## src/rtl/demux_buffer_pkg.sv

```systemverilog
// rtl/demux_buffer_pkg.sv - shared select encoding, default widths and occupancy type for demux_buffer
package demux_buffer_pkg;

    localparam logic DEST_0       = 1'b0;
    localparam logic DEST_1       = 1'b1;
    localparam int   SIZE_DEFAULT = 32;
    localparam int   CNT_DEFAULT  = 16;

    typedef logic [1:0] occ_t;

    localparam occ_t OCC_EMPTY = 2'd0;
    localparam occ_t OCC_FULL  = 2'd2;

endpackage

```

## src/rtl/demux_buffer_fifo2.sv

```systemverilog
// rtl/demux_buffer_fifo2.sv - two-entry FIFO with registered head, one per demux output
module fifo2
    import demux_buffer_pkg::*;
#(
    parameter int W = SIZE_DEFAULT
) (
    input  logic         clk,
    input  logic         rst,
    input  logic         push,
    input  logic [W-1:0] push_data,
    input  logic         pop,
    output logic [W-1:0] head_data,
    output logic [1:0]   occ,
    output logic         full,
    output logic         empty
);

    logic [W-1:0] ent0_q, ent0_d;
    logic [W-1:0] ent1_q, ent1_d;
    occ_t         occ_q, occ_d;
    logic         do_push;
    logic         do_pop;
    occ_t         wr_idx;

    assign full      = (occ_q == OCC_FULL);
    assign empty     = (occ_q == OCC_EMPTY);
    assign occ       = occ_q;
    assign head_data = ent0_q;

    // Entry 0 is always the head: a pop shifts entry 1 down, a push lands in the first free slot after the pop.
    always_comb begin
        ent0_d  = ent0_q;
        ent1_d  = ent1_q;
        do_pop  = pop && !empty;
        do_push = push && !full;
        wr_idx  = occ_q - {1'b0, do_pop};
        occ_d   = occ_q + {1'b0, do_push} - {1'b0, do_pop};
        if (do_pop) begin
            ent0_d = ent1_q;
        end
        if (do_push) begin
            if (wr_idx == 2'd0) begin
                ent0_d = push_data;
            end else begin
                ent1_d = push_data;
            end
        end
    end

    // Storage and occupancy registers; reset discards every buffered word.
    always_ff @(posedge clk) begin
        if (rst) begin
            ent0_q <= '0;
            ent1_q <= '0;
            occ_q  <= OCC_EMPTY;
        end else begin
            ent0_q <= ent0_d;
            ent1_q <= ent1_d;
            occ_q  <= occ_d;
        end
    end

endmodule

```

## src/rtl/demux_buffer.sv

```systemverilog
// rtl/demux_buffer.sv - 1-to-2 stream router with a 2-entry buffer and transfer counter per output
module demux_buffer
    import demux_buffer_pkg::*;
#(
    parameter int size  = SIZE_DEFAULT,
    parameter int CNT_W = CNT_DEFAULT
) (
    input  logic              clk,
    input  logic              rst,
    input  logic              in_valid,
    output logic              in_ready,
    input  logic              sel,
    input  logic [size-1:0]   in_data,
    output logic              out_0_valid,
    input  logic              out_0_ready,
    output logic [size-1:0]   out_0_data,
    output logic              out_1_valid,
    input  logic              out_1_ready,
    output logic [size-1:0]   out_1_data,
    output logic [CNT_W-1:0]  count_0,
    output logic [CNT_W-1:0]  count_1
);

    logic [size-1:0]  head_0, head_1;
    logic [1:0]       occ_0, occ_1;
    logic             full_0, full_1;
    logic             empty_0, empty_1;
    logic             push_0, push_1;
    logic             pop_0, pop_1;
    logic [CNT_W-1:0] count_0_q, count_0_d;
    logic [CNT_W-1:0] count_1_q, count_1_d;

    // Readiness depends only on the selected buffer's registered fill level, never on valid or downstream ready.
    assign in_ready = !rst && ((sel == DEST_1) ? !full_1 : !full_0);

    assign push_0 = in_valid && in_ready && (sel == DEST_0);
    assign push_1 = in_valid && in_ready && (sel == DEST_1);

    assign out_0_valid = !rst && !empty_0;
    assign out_1_valid = !rst && !empty_1;
    assign out_0_data  = rst ? '0 : head_0;
    assign out_1_data  = rst ? '0 : head_1;

    assign pop_0 = out_0_valid && out_0_ready;
    assign pop_1 = out_1_valid && out_1_ready;

    assign count_0 = count_0_q;
    assign count_1 = count_1_q;

    fifo2 #(.W(size)) u_fifo_0 (
        .clk       (clk),
        .rst       (rst),
        .push      (push_0),
        .push_data (in_data),
        .pop       (pop_0),
        .head_data (head_0),
        .occ       (occ_0),
        .full      (full_0),
        .empty     (empty_0)
    );

    fifo2 #(.W(size)) u_fifo_1 (
        .clk       (clk),
        .rst       (rst),
        .push      (push_1),
        .push_data (in_data),
        .pop       (pop_1),
        .head_data (head_1),
        .occ       (occ_1),
        .full      (full_1),
        .empty     (empty_1)
    );

    // Accepted-word counters advance on each push and wrap modulo 2^CNT_W.
    always_comb begin
        count_0_d = count_0_q + {{(CNT_W-1){1'b0}}, push_0};
        count_1_d = count_1_q + {{(CNT_W-1){1'b0}}, push_1};
    end

    // Counter registers.
    always_ff @(posedge clk) begin
        if (rst) begin
            count_0_q <= '0;
            count_1_q <= '0;
        end else begin
            count_0_q <= count_0_d;
            count_1_q <= count_1_d;
        end
    end

endmodule
```

## config.mk

```make
export PLATFORM = sky130hd
export DESIGN_NAME = demux_buffer
export DESIGN_NICKNAME = d
export VERILOG_FILES = /design/src/rtl/demux_buffer_pkg.sv /design/src/rtl/demux_buffer_fifo2.sv /design/src/rtl/demux_buffer.sv
export SDC_FILE = /design/constraint.sdc
export NUM_CORES = 1
export LEC_CHECK = 0
export BUFFER_PORTS_ARGS = -buffer_cell sky130_fd_sc_hd__buf_2
export CORE_ASPECT_RATIO = 1.1
export CORE_UTILIZATION = 58
export DETAILED_ROUTE_END_ITERATION = 16
export GPL_ROUTABILITY_DRIVEN = 1
export GPL_TIMING_DRIVEN = 0
export PLACE_DENSITY = 0.82
export SLEW_MARGIN = 40
export SYNTH_ARGS = -nofsm -noshare
export SYNTH_HDL_FRONTEND = slang
export SYNTH_HIERARCHICAL = 1
export SYNTH_SLANG_ARGS = --single-unit
export TNS_END_PERCENT = 5
```

## constraint.sdc

```tcl
create_clock -name clk -period 5.93 [get_ports clk]
set_clock_uncertainty 0.05 [all_clocks]
set_input_delay 0.2965 -clock clk [delete_from_list [all_inputs] [get_ports clk]]
set_output_delay 0.2965 -clock clk [all_outputs]
set_load 0.05 [all_outputs]
```

**After elaboration in Yosys (flattened, before gate mapping)**

Cells that the tools add are included.

- Flip-flop bits (word level): 164
- Logic and storage cells: 53

- $add $sub $neg: 8
- Equality and inequality tests: 2
- Muxes and demuxes: 9
- Bitwise logic cells: 3
- Reduce and logical (&&, ||, !) cells: 23

Operators with widths:

| kind | number |
|---|---|
| $mux W32 | 8 |
| $add A16 B1 Y16 | 2 |
| $logic_and A1 B1 Y1 | 12 |
| $logic_not A2 Y1 | 4 |
| $sub A2 B1 Y2 | 4 |
| $logic_not A1 Y1 | 5 |
| $add A2 B1 Y2 | 2 |
| $eq A2 B2 Y1 const B | 2 |
| $reduce_and A2 Y1 | 2 |
| $not A1 Y1 | 3 |
| $mux W1 | 1 |

**Longest topological paths before layout**

Gate-level depths: netlist of the first run.

- Depth after elaboration: 9
- Gate-level depth with buffers: 14
- Mapped depth without buffers: 12

**Hierarchy**

Netlist of the first run, hierarchy kept.

Modules (own cells, without submodules):

| module | instances | cells an instance | area an instance (um^2) | sequential area each (um^2) |
|---|---|---|---|---|
| fifo2 (u_fifo_0) | 1 | 315 | 3115.5 | 1321.3 |
| fifo2 (u_fifo_1) | 1 | 315 | 3113.0 | 1321.3 |
| demux_buffer | 1 | 232 | 1901.8 | 640.6 |

**Least setup slack after synthesis of the first run**

OpenSTA, ideal clock, no wires.

- Kind: reg2reg
- Start: register u_fifo_0.occ_q[0], in the netlist u_fifo_0/occ[0]
- End: register count_0_q[14], in the netlist count_0[14]
- Data arrival time: 3390 ps
- Data required time: 5752 ps
- Setup slack: 2363 ps
- Stages on the path, launching flop included: 12
- Cells stage by stage: dfxtp_1 > and2b_1 > nor2b_1 > a211oi_1 > nand2_1 > nor2_1 > ha_1 > ha_1 > nand3_1 > nor4_2 > xnor2_1 > nor2_1

- Word-level cells in the longest chain between the ends: 7

Ends and longest elaborated chain:

| element | line | source |
|---|---|---|
| start: declaration | demux_buffer_fifo2.sv:20 | `occ_t occ_q, occ_d;` |
| start signal: assignment | demux_buffer_fifo2.sv:55 | `occ_q <= OCC_EMPTY;` |
| start signal: assignment | demux_buffer_fifo2.sv:59 | `occ_q <= occ_d;` |
| $eq A2 B2 Y1 | demux_buffer_fifo2.sv:25 | `assign full = (occ_q == OCC_FULL);` |
| named net full_0 | demux_buffer.sv:26 | `logic full_0, full_1;` |
| $logic_not A1 Y1 | demux_buffer.sv:34 | `assign in_ready = !rst && ((sel == DEST_1) ? !full_1 : !full_0);` |
| $mux W1 | demux_buffer.sv:34 |  |
| $logic_and A1 B1 Y1 | demux_buffer.sv:34 |  |
| named net in_ready | demux_buffer.sv:11 | `output logic in_ready,` |
| $logic_and A1 B1 Y1 (2 in series) | demux_buffer.sv:36 | `assign push_0 = in_valid && in_ready && (sel == DEST_0);` |
| named net push_0 | demux_buffer.sv:28 | `logic push_0, push_1;` |
| $add A16 B1 Y16 | demux_buffer.sv:76 | `count_0_d = count_0_q + {{(CNT_W-1){1'b0}}, push_0};` |
| end signal: assignment | demux_buffer.sv:86 | `count_0_q <= count_0_d;` |
| end: declaration | demux_buffer.sv:30 | `logic [CNT_W-1:0] count_0_q, count_0_d;` |

The timed path passes the listed nets, and every way through them passes these cells.
A chain may end at the register's enable or synchronous reset.

**Worst setup path after layout of the first run**

- Start: register u_fifo_0.occ_q[0], in the netlist u_fifo_0/occ[0]
- End: register count_0_q[8], in the netlist count_0[8]

- Word-level cells in the longest chain between the ends: 7

Ends and longest elaborated chain:

| element | line |
|---|---|
| $eq A2 B2 Y1 | demux_buffer_fifo2.sv:25 |
| named net full_0 | demux_buffer.sv:26 |
| $logic_not A1 Y1 | demux_buffer.sv:34 |
| $mux W1 | demux_buffer.sv:34 |
| $logic_and A1 B1 Y1 | demux_buffer.sv:34 |
| $logic_and A1 B1 Y1 (2 in series) | demux_buffer.sv:36 |
| named net push_0 | demux_buffer.sv:28 |
| $add A16 B1 Y16 | demux_buffer.sv:76 |

The timed path passes the listed nets, and every way through them passes these cells.

==> results of run 1 <==
==> worst max-delay path, cell delays in order, from the launching register on <==
cell	delay, ns
dfxtp_1	0.46
and2b_1	0.26
nor2b_1	0.14
a211oi_1	0.33
nand2_1	0.10
nor2_1	0.41
ha_1	0.26
ha_1	0.26
nand3_1	0.21
or3_1	0.38
a21oi_1	0.16
==> metal layers <==
layer,share of wire,vias to the layer above
met3,0.063,40
met1,0.42,3361
met5,0,-
met2,0.49,281
met4,0.024,0
li1,-,3448
==> flip-flops by register name (all words and copies together), names as in the netlist <==
name and flops:
count_0 16, u_fifo_0/occ 2, u_fifo_1/occ 2, u_fifo_1/ent1_q 32, count_1 16, u_fifo_0/head_data 32
u_fifo_0/ent1_q 32, u_fifo_1/head_data 32
==> cells by family (layout without fill, tap and decap cells) <==
kind of cell | count (synthesis) | in the layout | synth area share
buffers and inverters | 100 | 266 | 0.0569
DFF | 164 | 164 | 0.404
muxes | 65 | 65 | 0.0802
xor gates and xnor gates | 27 | 27 | 0.0291
adders and majority gates | 10 | 10 | 0.0154
AOI/OAI and AO/OA | 263 | 263 | 0.222
and+or+nand+nor | 233 | 233 | 0.192
==> path summary, 6_finish.rpt <==
path	cells past startpoint	slack (ns)	endpoint
hold reg to reg	2	0.42	u_fifo_0/ent1_q[13]$_SDFFE_PP0P_
hold / removal	2	0.15	u_fifo_0/occ[0]$_SDFF_PP0_
setup reg to reg	10	2.83	count_0[8]$_SDFF_PP0_
setup / recovery	10	2.83	count_0[8]$_SDFF_PP0_
==> final cells by class <==
class                      count  area [µm²]
clock inverter                 9         101
clock buffer                  22         494
tap                          188         235
buffer                        90         425
sequential                   164        3280
inverter                      10        37.5
multi-input combinational    598        4380
fill                        1096        4100
timing repair buffer         135         676
==> cells in the mapped netlist (all sizes together), types with 2 or more instances <==
cell | count | area share
clkbuf | 63 | 0.029
buf | 27 | 0.023
and2 | 5 | 0.0038
o21ai | 68 | 0.045
ha | 10 | 0.015
nor2b | 77 | 0.061
nand2 | 8 | 0.0037
xnor2 | 7 | 0.0075
or3b | 64 | 0.069
inv | 10 | 0.0046
or3 | 4 | 0.0031
o41ai | 64 | 0.069
nand2b | 2 | 0.0015
dfxtp | 164 | 0.40
nor2 | 33 | 0.015
mux2i | 64 | 0.079
a21oi | 130 | 0.11
and3 | 4 | 0.0032
and4 | 5 | 0.0054
nor4 | 4 | 0.0062
nor3 | 4 | 0.0025
xor2 | 20 | 0.022
nand3 | 11 | 0.0068
nand4 | 11 | 0.010
==> per-stage QoR <==
| step | instances | cell area [µm²] | utilization | hold slack, ns | worst slack, ns |
|---|---|---|---|---|---|
| after floorplan | 862 | 8130 | - | 0.403 | 2.36 |
| after global placement | 1185 | 9040 | 0.658 | 0.410 | 2.85 |
| after detailed placement | 1185 | 9040 | 0.658 | 0.417 | 2.83 |
| after CTS | 1216 | 9640 | 0.701 | 0.136 | 2.85 |
| after global routing | 1216 | 9640 | 0.701 | 0.175 | 2.59 |
| final | 1216 | 9640 | 0.701 | 0.154 | 2.83 |
==> cells in the final DEF (no fill, tap or decap), types with 3 or more instances in the layout <==
cell	netlist	final
nor2_1	33	33
or3b_1	64	64
nor2b_1	75	75
clkbuf_16	0	17
a21oi_2	60	60
and2_1	5	5
dfxtp_1	164	164
o21ai_0	62	62
ha_1	10	10
xnor2_1	7	7
nor3_1	4	4
nand4_1	9	9
buf_6	8	8
nor4_2	4	4
inv_1	10	10
xor2_1	20	20
buf_2	15	150
mux2i_1	64	64
or3_1	4	4
nand2_1	8	8
and3_1	3	3
a21oi_1	70	70
nand3_1	11	11
and4_1	5	5
o41ai_1	64	64
o21ai_1	4	4
clkbuf_8	0	5
clkbuf_1	62	62
clkinv_2	0	5
==> power by group <==
| part | internal, µW | switching [µW] |
|---|---|---|
| Combinational | 86.9 | 189 |
| Sequential | 1130 | 15.9 |
| Clock | 670 | 435 |
| Total | 1890 | 641 |
==> metrics.log, run 1 <==
[metrics] outcome: complete, no violations
[metrics] number of antenna-violating nets in the routed design: 0
[metrics] path type of the worst min-delay path: in2reg
[metrics] routability cong.: 0.848
[metrics] maximum frequency from static timing analysis: 322 MHz
[metrics] detailed-route vias per instance: 5.86
[metrics] Fin Setup TNS: 0 ns
[metrics] CTS root buffer: clkbuf_16
[metrics] critical path type: reg2reg
[metrics] Crit Path Max Fanout: 6
[metrics] synth unique cells: 37
[metrics] Reg clk slew, reported paths: 0.06 ns
[metrics] number of levels the H-tree was split into: 4
[metrics] overall overflow remaining after global route: 0
[metrics] Resized cells post-CTS: 0
[metrics] post-synthesis cell area: 8130 µm²
[metrics] floorplan die width: 115 µm
[metrics] number of failing setup endpoints in the final timing report: 0
[metrics] total chip power: 2530 µW
[metrics] CTS tree: yes
[metrics] Final period util: 0.523
[metrics] hold path startpoint: rst
[metrics] antenna violations before repair: 0
[metrics] router iterations before antenna repair: 5
[metrics] Final HPWL DP: 15,000 µm
[metrics] number of setup buffers added after CTS: 0
[metrics] max-capacitance violation count: 0
[metrics] total count of hold-check failures in the final report: 0
[metrics] power density over cell area: 262 nW/µm²
[metrics] Avg Cell Area, Syn: 9.43 µm²
[metrics] Lkg Pwr: 0.00413 µW
[metrics] Die Footprint: 14,500 µm²
[metrics] I/O pin total: 137
[metrics] total routing usage reported by global routing: 0.298
[metrics] Synth Flop Type: dfxtp_1
[metrics] number of inserted diodes: 0
[metrics] kind of start point of the critical path: register
[metrics] largest vdd supply drop: 0.177 mV
[metrics] Req. time, crit path: 6.23 ns
[metrics] core footprint: 13,700 µm²
[metrics] vias in the first global route: 6,772
[metrics] largest net degree at the start of global routing: 17
[metrics] number of nets in the layout: 1,064
[metrics] violation count after the first detailed-routing iteration: 557
[metrics] Net Count, Synth: 910
[metrics] number of rows created at floorplan: 45
[metrics] transition time of the tightest slew-check pin: 0.652 ns
[metrics] share of post-route cells with drive strength above 1: 0.256
[metrics] total of warnings raised by yosys: 6
[metrics] total clock sinks: 164
[metrics] Rel. slew slack: 0.566
[metrics] met3 capacity usage during global routing: 0.0476
[metrics] initial core utilization: 0.592
[metrics] endpoint arrival time on the critical path: 3.40 ns
[metrics] Syn-to-layout area delta: 18.5%
[metrics] count of flip-flops with a built-in enable after synthesis: 0
[metrics] synthesis-stage register bit count: 164
[metrics] setup repair after global routing missed its margin: false
[metrics] global-route wire length before repair: 33,600 µm
[metrics] clock latency on the worst-skew pair: 0.42 ns
[metrics] total length of routed wires: 21,300 µm
[metrics] Post-route DRC: 0
[metrics] CP Capture Type: register
[metrics] Gate Count Post-Synth: 862
[metrics] deepest clock path buffer count: 2
[metrics] met2 capacity usage during global routing: 0.505
[metrics] met1 layer usage reported by global route: 0.370
[metrics] routed len/inst: 17.5 µm
[metrics] startpoint of the worst-slack reg-to-reg timing path: u_fifo_0/occ[0]$_SDFF_PP0_
[metrics] height of the die: 126 µm
[metrics] cts bufs inserted: 17
[metrics] Final Critical Period: 3.10 ns
[metrics] share of synthesized flip-flops with an asynchronous set or reset: 0
[metrics] Critical Path Start: u_fifo_0/occ[0]$_SDFF_PP0_
[metrics] post-cts hold buffer count: 0
[metrics] most used routing layer: met2
[metrics] final max-slew violation count: 0
[metrics] routed vias: 7,130
[metrics] register area share after synthesis: 0.404
[metrics] count of port buffers added during placement: 135
No activity file was read; power rests on OpenSTA's default activity.
==> run 2, diff against run 1 <==
Settings changed: ABC_AREA from default to 1, CORE_UTILIZATION 58 to 52, PLACE_DENSITY 0.82 to 0.77.
Clock period 5.93 ns to 2.75 ns, I/O delays scaled along.
==> run 2 against run 1 <==
  * Core utilization shrank 6.1 points
  * Sequential cell count is the same
  * Setup slack lost 2.7 ns
  * Largest cell class unchanged
==> metrics.log, run 2 <==
[metrics] height of the die: 137 µm (+8.5%)
[metrics] number of nets in the layout: 1,608 (+51%)
[metrics] Reg clk slew, reported paths: 0.06 ns (about the same)
[metrics] Synth Flop Type: dfxtp_1
[metrics] Final period util: 0.942 (+0.419)
[metrics] detailed-route vias per instance: 5.06 (-14%)
[metrics] register area share after synthesis: 0.382 (-0.0219)
[metrics] count of flip-flops with a built-in enable after synthesis: 0 (unchanged)
[metrics] router iterations before antenna repair: 6 (+1)
[metrics] I/O pin total: 137 (unchanged)
[metrics] clock network fraction of total power: 0.432 (-0.005)
[metrics] final max-slew violation count: 0 (unchanged)
[metrics] max-capacitance violation count: 0 (unchanged)
[metrics] switching power as a share of total power: 0.274 (+0.0202)
[metrics] transition time of the tightest slew-check pin: 0.634 ns (-0.0174 ns)
[metrics] number of failing setup endpoints in the final timing report: 0 (unchanged)
[metrics] number of levels the H-tree was split into: 4 (unchanged)
[metrics] path type of the worst min-delay path: in2reg
[metrics] Req. time, crit path: 3.02 ns (-3.21 ns)
[metrics] top cells by count, synth: nor2_1, nand2_1, nand3_1
[metrics] share of post-route cells with drive strength above 1: 0.156 (-0.0994)
[metrics] total clock sinks: 164 (unchanged)
[metrics] Die Footprint: 17,000 µm² (+18%)
[metrics] count of port buffers added during placement: 136 (+0.74%)
[metrics] CTS root buffer: clkbuf_16
[metrics] number of rows created at floorplan: 48 (+6.7%)
[metrics] power density over cell area: 557 nW/µm² (+110%)
[metrics] cell taking the most area after synthesis: dfxtp_1
[metrics] total count of hold-check failures in the final report: 0 (unchanged)
[metrics] maximum frequency from static timing analysis: 386 MHz (+20%)
[metrics] sequential power share: 0.438 (-0.016)
[metrics] Final HPWL DP: 17,100 µm (+15%)
[metrics] cts bufs inserted: 17 (unchanged)
[metrics] endpoint arrival time on the critical path: 2.86 ns (-0.54 ns)
[metrics] largest vdd supply drop: 0.434 mV (+150%)
[metrics] critical path type: reg2reg
[metrics] total of warnings raised by yosys: 6 (unchanged)
[metrics] most area-consuming cells after synthesis: dfxtp_1, nor2_1, nand2_1, nand3_1, inv_1
[metrics] CTS tree: yes
[metrics] deepest clock path buffer count: 2 (unchanged)
[metrics] violation count after the first detailed-routing iteration: 815 (+46%)
[metrics] clock latency on the worst-skew pair: 0.43 ns (about the same)
[metrics] Syn-to-layout area delta: 18.6% (about the same)
[metrics] Net Count, Synth: 1,455 (+60%)
[metrics] routability cong.: 0.944 (+11%)
[metrics] number of setup buffers added after CTS: 0 (unchanged)
[metrics] largest net degree at the start of global routing: 17 (unchanged)
[metrics] Worst Path Buf+Inv: 6 (+6)
[metrics] initial core utilization: 0.540 (-0.0517)
[metrics] synthesis-stage register bit count: 164 (unchanged)
[metrics] synth unique cells: 33 (-11%)
[metrics] Crit Path Max Fanout: 16 (+10)
[metrics] share of synthesized flip-flops with an asynchronous set or reset: 0 (unchanged)
[metrics] CP max stage cell: dfxtp_1
[metrics] count leader, synth: nor2_1
[metrics] Rel. slew slack: 0.577 (+0.0116)
[metrics] total routing usage reported by global routing: 0.283 (-0.0143)
[metrics] Post-route DRC: 0 (unchanged)
[metrics] kind of start point of the critical path: register
[metrics] routed len/inst: 13.4 µm (-24%)
[metrics] dominant delay contributor by cell family on the critical path: buffers and inverters
[metrics] final standard cell count with taps included and fillers excluded: 1,773 (+46%)
[metrics] Cell Chain, Critical Path: inv_2, nand2_4, inv_1, nor3b_2, buf_4, o21ai_2, buf_4, inv_1, ha_1, inv_1, ha_1, xor2_1, nand2_1, nand2_1, nor2_1
[metrics] vias in the first global route: 8,083 (+19%)
[metrics] worst hold-check slack: 0.0295 ns (-0.125 ns)
[metrics] Final Critical Period: 2.59 ns (-0.512 ns)
[metrics] top cell type's share of synthesized area: 0.382 (-0.0219)
[metrics] overall overflow remaining after global route: 0 (unchanged)
[metrics] Placed Cells: 1,743 (+47%)
[metrics] post-synthesis cell area: 8600 µm² (+5.7%)
[metrics] number of antenna-violating nets in the routed design: 0 (unchanged)
[metrics] number of inserted diodes: 0 (unchanged)
[metrics] outcome: complete, no violations
[metrics] Avg Cell Area, Syn: 6.11 µm² (-35%)
[metrics] largest incremental delay on the critical path: 0.41 ns (-0.05 ns)
[metrics] CP Capture Type: register
[metrics] routed vias: 8,966 (+26%)
[metrics] share of total power in combinational logic: 0.130 (+0.021)
[metrics] Lkg Pwr: 0.00512 µW (+24%)
[metrics] total length of routed wires: 23,700 µm (+11%)
[metrics] core footprint: 15,900 µm² (+16%)
[metrics] global-route wire length before repair: 38,900 µm (+16%)
[metrics] Switching Power: 1550 µW (+140%)
[metrics] internal power consumption: 4130 µW (+120%)
[metrics] leading cell type in the layout, fill and taps excluded: nor2_1
[metrics] Gate Count Post-Synth: 1,407 (+63%)
[metrics] most used cell, CP: inv_1
[metrics] floorplan die width: 125 µm (+8.4%)
[metrics] antenna violations before repair: 0 (unchanged)
[metrics] most used cells in the layout excluding fill and tap cells: nor2_1, nand2_1, nand3_1
==> run 2: cell count changes after synthesis, moves of 59 or more <==
cell / previous run / this run
o41ai_1: 64 / 0
nor2b_1: 75 / 1
nor2_1: 33 / 389
nand3_1: 11 / 204
or3b_1: 64 / 0
mux2i_1: 64 / 0
a21oi_1: 70 / 11
a21oi_2: 60 / 0
nand2_1: 8 / 319
inv_1: 10 / 171
==> run 2: layout make-up <==
| cell class | count | area [µm²] |
|---|---|---|
| sequential | 164 | 3290 |
| clock buffer | 20 | 457 |
| tap | 200 | 250 |
| clock inverter | 12 | 155 |
| multi-input combinational | 985 | 4290 |
| fill | 1484 | 5720 |
| buffer | 79 | 408 |
| timing repair buffer | 137 | 691 |
| inverter | 176 | 661 |
==> run 2: path summary, 6_finish.rpt <==
| path | slack, ns | end | from | depth (start not counted) |
|---|---|---|---|---|
| worst max-delay path | 0.16 | u_fifo_0/occ[1]$_SDFF_PP0_ | u_fifo_0/occ[1]$_SDFF_PP0_ | 15 |
| worst min-delay path | 0.03 | u_fifo_1/ent1_q[24]$_SDFFE_PP0P_ | in_data[24] | 5 |
| worst max register to register | 0.16 | u_fifo_0/occ[1]$_SDFF_PP0_ | u_fifo_0/occ[1]$_SDFF_PP0_ | 15 |
| worst min register to register | 0.43 | u_fifo_1/ent1_q[18]$_SDFFE_PP0P_ | u_fifo_1/ent1_q[18]$_SDFFE_PP0P_ | 2 |
==> run 2: cell families (layout without fill, tap and decap cells) <==
| group | count (synthesis) | in the layout | synth area share |
|---|---|---|---|
| simple gates | 938 | 938 | 0.452 |
| buf+inv | 258 | 424 | 0.124 |
| flops | 164 | 164 | 0.382 |
| compound gates | 33 | 33 | 0.0233 |
| fa+ha+maj | 10 | 10 | 0.0146 |
| xor+xnor | 4 | 4 | 0.00408 |
==> run 2: metal layers <==
layer	track usage	routed length (µm)	share of wire
met1	0.367	10500	0.44
met2	0.472	11100	0.47
met3	0.0469	1550	0.065
met4	0.111	568	0.024
met5	0	0	0
==> run 2: worst reg2reg max path, cell delays in order (launching register included) <==
cell and delay [ns]:
dfxtp_1 0.41, inv_2 0.10, nand2_4 0.17, inv_1 0.10, nor3b_2 0.23, buf_4 0.22
o21ai_2 0.13, buf_4 0.21, inv_1 0.06, ha_1 0.22, inv_1 0.05, ha_1 0.14
xor2_1 0.19, nand2_1 0.09, nand2_1 0.08, nor2_1 0.04
==> run 2: power by group through the flow <==
stage	registers, µW	clock network [µW]	logic, µW
3_3_place_gp	2540	0	713
5_1_grt	2500	2590	813
6_report	2490	2450	741
2_1_floorplan	2540	0	519
3_5_place_dp	2540	0	719
4_1_cts	2490	2490	726
==> run 2: through the flow <==
step | total power [µW] | TNS (ns) | util | cell area [µm²] | worst slack, ns
2_1_floorplan | 3060 | 0 | - | 8600 | 0.139
3_3_place_gp | 3250 | -0.942 | 0.599 | 9530 | -0.329
3_5_place_dp | 3260 | -1.14 | 0.599 | 9530 | -0.386
4_1_cts | 5700 | 0 | 0.638 | 10200 | 0.0413
5_1_grt | 5890 | -0.00225 | 0.640 | 10200 | -0.00225
6_report | 5680 | 0 | 0.640 | 10200 | 0.160
==> run 2: timing repair <==
action | in CTS | in global routing
hold buffers | 1 | 0
endpoints found under the hold margin | 2 | 0
cloned | 0 | 0
gates resized for setup | 2 | 15
setup endpoints to repair | 4 | 26
==> run 3, diff against run 2 <==
Settings changed: CELL_PAD_IN_SITES_DETAIL_PLACEMENT from default to 0, CELL_PAD_IN_SITES_GLOBAL_PLACEMENT from default to 1, CORE_UTILIZATION 52 to 35, PLACE_DENSITY 0.77 to default, PLACE_DENSITY_LB_ADDON from default to 0.1.
==> run 3 against run 2 <==
  * Maximum frequency is 2.6% higher
  * Power is 0.98% higher
  * Count of clock-buffer cells in the layout is 3 lower
  * Sequential cell count stayed put
  * Sequential power hardly changed
  * Clock power is 2% higher
  * Via count is 4.2% lower
  * Core utilization is 21 points lower
  * Die area is 48% higher
  * Sequential share of layout area is 0.38 points lower
  * Combinational power is 1% higher
  * Routed wire length is 12% higher
  * Largest cell class unchanged
==> metrics.log, run 3 (synthesis results as in run 2) <==
[metrics] Final period util: 0.918 (-0.0241)
[metrics] transition time of the tightest slew-check pin: 0.591 ns (-0.0427 ns)
[metrics] overall overflow remaining after global route: 0 (unchanged)
[metrics] path type of the worst min-delay path: in2reg
[metrics] Reg clk slew, reported paths: 0.06 ns (about the same)
[metrics] number of failing setup endpoints in the final timing report: 0 (unchanged)
[metrics] Final Critical Period: 2.52 ns (-0.0662 ns)
[metrics] total count of hold-check failures in the final report: 0 (unchanged)
[metrics] vias in the first global route: 7,900 (-2.3%)
[metrics] CP Capture Type: register
[metrics] count of port buffers added during placement: 136 (unchanged)
[metrics] leading cell type in the layout, fill and taps excluded: nor2_1
[metrics] cts bufs inserted: 17 (unchanged)
[metrics] flop-to-flop setup slack: 0.23 ns (+0.07 ns)
[metrics] Post-route DRC: 0 (unchanged)
[metrics] Syn-to-layout area delta: 20.1%
[metrics] number of antenna-violating nets in the routed design: 0 (unchanged)
[metrics] largest vdd supply drop: 0.339 mV (-22%)
[metrics] critical path type: reg2reg
[metrics] power density over cell area: 556 nW/µm² (-0.30%)
[metrics] final standard cell count with taps included and fillers excluded: 1,879 (+6.0%)
[metrics] I/O pin total: 137 (unchanged)
[metrics] end point of the critical path: u_fifo_1/occ[1]$_SDFF_PP0_
[metrics] detailed-route vias per instance: 4.57 (-9.6%)
[metrics] final max-slew violation count: 0 (unchanged)
[metrics] endpoint arrival time on the critical path: 2.79 ns (-0.07 ns)
[metrics] kind of start point of the critical path: register
[metrics] Placed Cells: 1,848 (+6.0%)
[metrics] number of levels the H-tree was split into: 4 (unchanged)
[metrics] height of the die: 166 µm (+22%)
[metrics] routed len/inst: 14.1 µm (+5.6%)
[metrics] clock latency on the worst-skew pair: 0.42 ns (about the same)
[metrics] Lkg Pwr: 0.00513 µW (about the same)
[metrics] antenna violations before repair: 2 (+2)
[metrics] FF-to-FF path depth: 15 (unchanged)
[metrics] total length of routed wires: 26,600 µm (+12%)
[metrics] floorplan die width: 151 µm (+22%)
[metrics] share of post-route cells with drive strength above 1: 0.157 (+0.000736)
[metrics] number of fill cells: 2,703 (+82%)
[metrics] Finished Core Util: 0.432 (-0.209)
[metrics] CTS tree: yes
[metrics] startpoint of the worst-slack reg-to-reg timing path: u_fifo_1/occ[1]$_SDFF_PP0_
[metrics] Die Footprint: 25,200 µm² (+48%)
[metrics] core footprint: 23,900 µm² (+50%)
[metrics] router iterations before antenna repair: 5 (-1)
[metrics] outcome: complete, no violations
[metrics] largest net degree at the start of global routing: 17 (unchanged)
[metrics] total routing usage reported by global routing: 0.216 (-0.0668)
[metrics] Req. time, crit path: 3.02 ns (about the same)
[metrics] global-route wire length before repair: 42,200 µm (+8.6%)
[metrics] Critical R2R Capture: u_fifo_1/occ[1]$_SDFF_PP0_
[metrics] maximum frequency from static timing analysis: 396 MHz (+2.6%)
[metrics] total clock sinks: 164 (unchanged)
[metrics] Rel. slew slack: 0.606 (+0.0285)
[metrics] CTS root buffer: clkbuf_16
[metrics] number of rows created at floorplan: 59 (+23%)
[metrics] Final HPWL DP: 19,800 µm (+15%)
[metrics] routability cong.: 0.836 (-11%)
[metrics] Crit Path Max Fanout: 16 (unchanged)
[metrics] routed vias: 8,588 (-4.2%)
[metrics] violation count after the first detailed-routing iteration: 499 (-39%)
[metrics] setup repair after global routing missed its margin: false
[metrics] number of nets in the layout: 1,609 (+0.062%)
[metrics] max-capacitance violation count: 0 (unchanged)
[metrics] most used cells in the layout excluding fill and tap cells: nor2_1, nand2_1, nand3_1
[metrics] deepest clock path buffer count: 2 (unchanged)
[metrics] Critical Path Start: u_fifo_1/occ[1]$_SDFF_PP0_
[metrics] initial core utilization: 0.359 (-0.181)
==> run 3: changes by cell type in the layout (fill, tap and decap cells not counted), moves of 2 or more <==
cell,previous run,this run
clkinv_2,2,0
dfxtp_1,162,160
diode_2,0,2
clkbuf_8,2,0
dfxtp_2,2,4
clkinvlp_4,5,3
buf_2,171,174
clkbuf_4,4,2
inv_6,0,4
==> run 3: stage by stage <==
stage / TNS (ns) / setup slack (ns) / hold slack (ns) / total power (µW) / area [µm²]
after floorplan: 0 / 0.139 / 0.159 / 3060 / 8600
after global placement: -3.48 / -0.586 / 0.381 / 3280 / 9660
after detailed placement: -4.25 / -0.613 / 0.385 / 3280 / 9660
after CTS: 0 / 0.0218 / 0.00591 / 5800 / 10300
after global routing: 0 / 0.0179 / 0.0419 / 6000 / 10300
final: 0 / 0.226 / 0.0224 / 5740 / 10300
==> run 3: worst min path at each step <==
| stage | from | endpoint | cells after the start |
|---|---|---|---|
| after CTS | in_data[3] | u_fifo_0/ent1_q[3]$_SDFFE_PP0P_ | 5 |
| after detailed placement | rst | u_fifo_1/occ[0]$_SDFF_PP0_ | 2 |
| after global routing | in_data[3] | u_fifo_0/ent1_q[3]$_SDFFE_PP0P_ | 5 |
| after global placement | rst | u_fifo_0/occ[0]$_SDFF_PP0_ | 2 |
| final | in_data[3] | u_fifo_0/ent1_q[3]$_SDFFE_PP0P_ | 5 |
| after floorplan | rst | u_fifo_0/occ[0]$_SDFF_PP0_ | 1 |
==> run 3: routing by layer <==
layer	GRT usage	up-vias	wire length (µm)
met5	0	-	0
met4	0.0722	0	480
met3	0.0269	26	927
met2	0.332	162	12000
met1	0.310	3816	13200
li1	-	4584	-
==> run 3: what timing repair did <==
item / CTS / global route
hold buffers: 1 / 0
setup endpoints to repair: 34 / 23
setup buffers: 0 / 0
pin swaps: 0 / 0
endpoints found under the hold margin: 2 / 0
resized for setup: 7 / 10
==> run 3: layout make-up <==
class	count	area, µm²	share of cell area
diodes	2	5.00	0.000485
plain buffers	80	405	0.0393
clock buffers	17	425	0.0412
clock inverters	13	176	0.0171
inverters	176	661	0.0640
multi-input cells	985	4290	0.416
flip-flops and latches	164	3290	0.319
well taps	305	382	0.0370
repair buffers	137	691	0.0669
==> run 3: where the power goes <==
group	leakage (µW)	internal, µW	switching [µW]
clock network	0.000285	1440	1060
registers	0.00133	2450	40.2
logic	0.00351	205	545
total	0.00513	4090	1650
==> run 3: critical path: stages, from the launching register on <==
cell      delay [ns]
dfxtp_2         0.34
inv_2           0.14
nand2_8         0.12
inv_1           0.11
nor3b_1         0.05
clkbuf_4        0.20
o21ai_2         0.16
buf_2           0.28
inv_1           0.10
ha_1            0.29
inv_1           0.05
ha_1            0.14
xor2_1          0.20
nand2_1         0.07
nand2_1         0.06
nor2_1          0.04
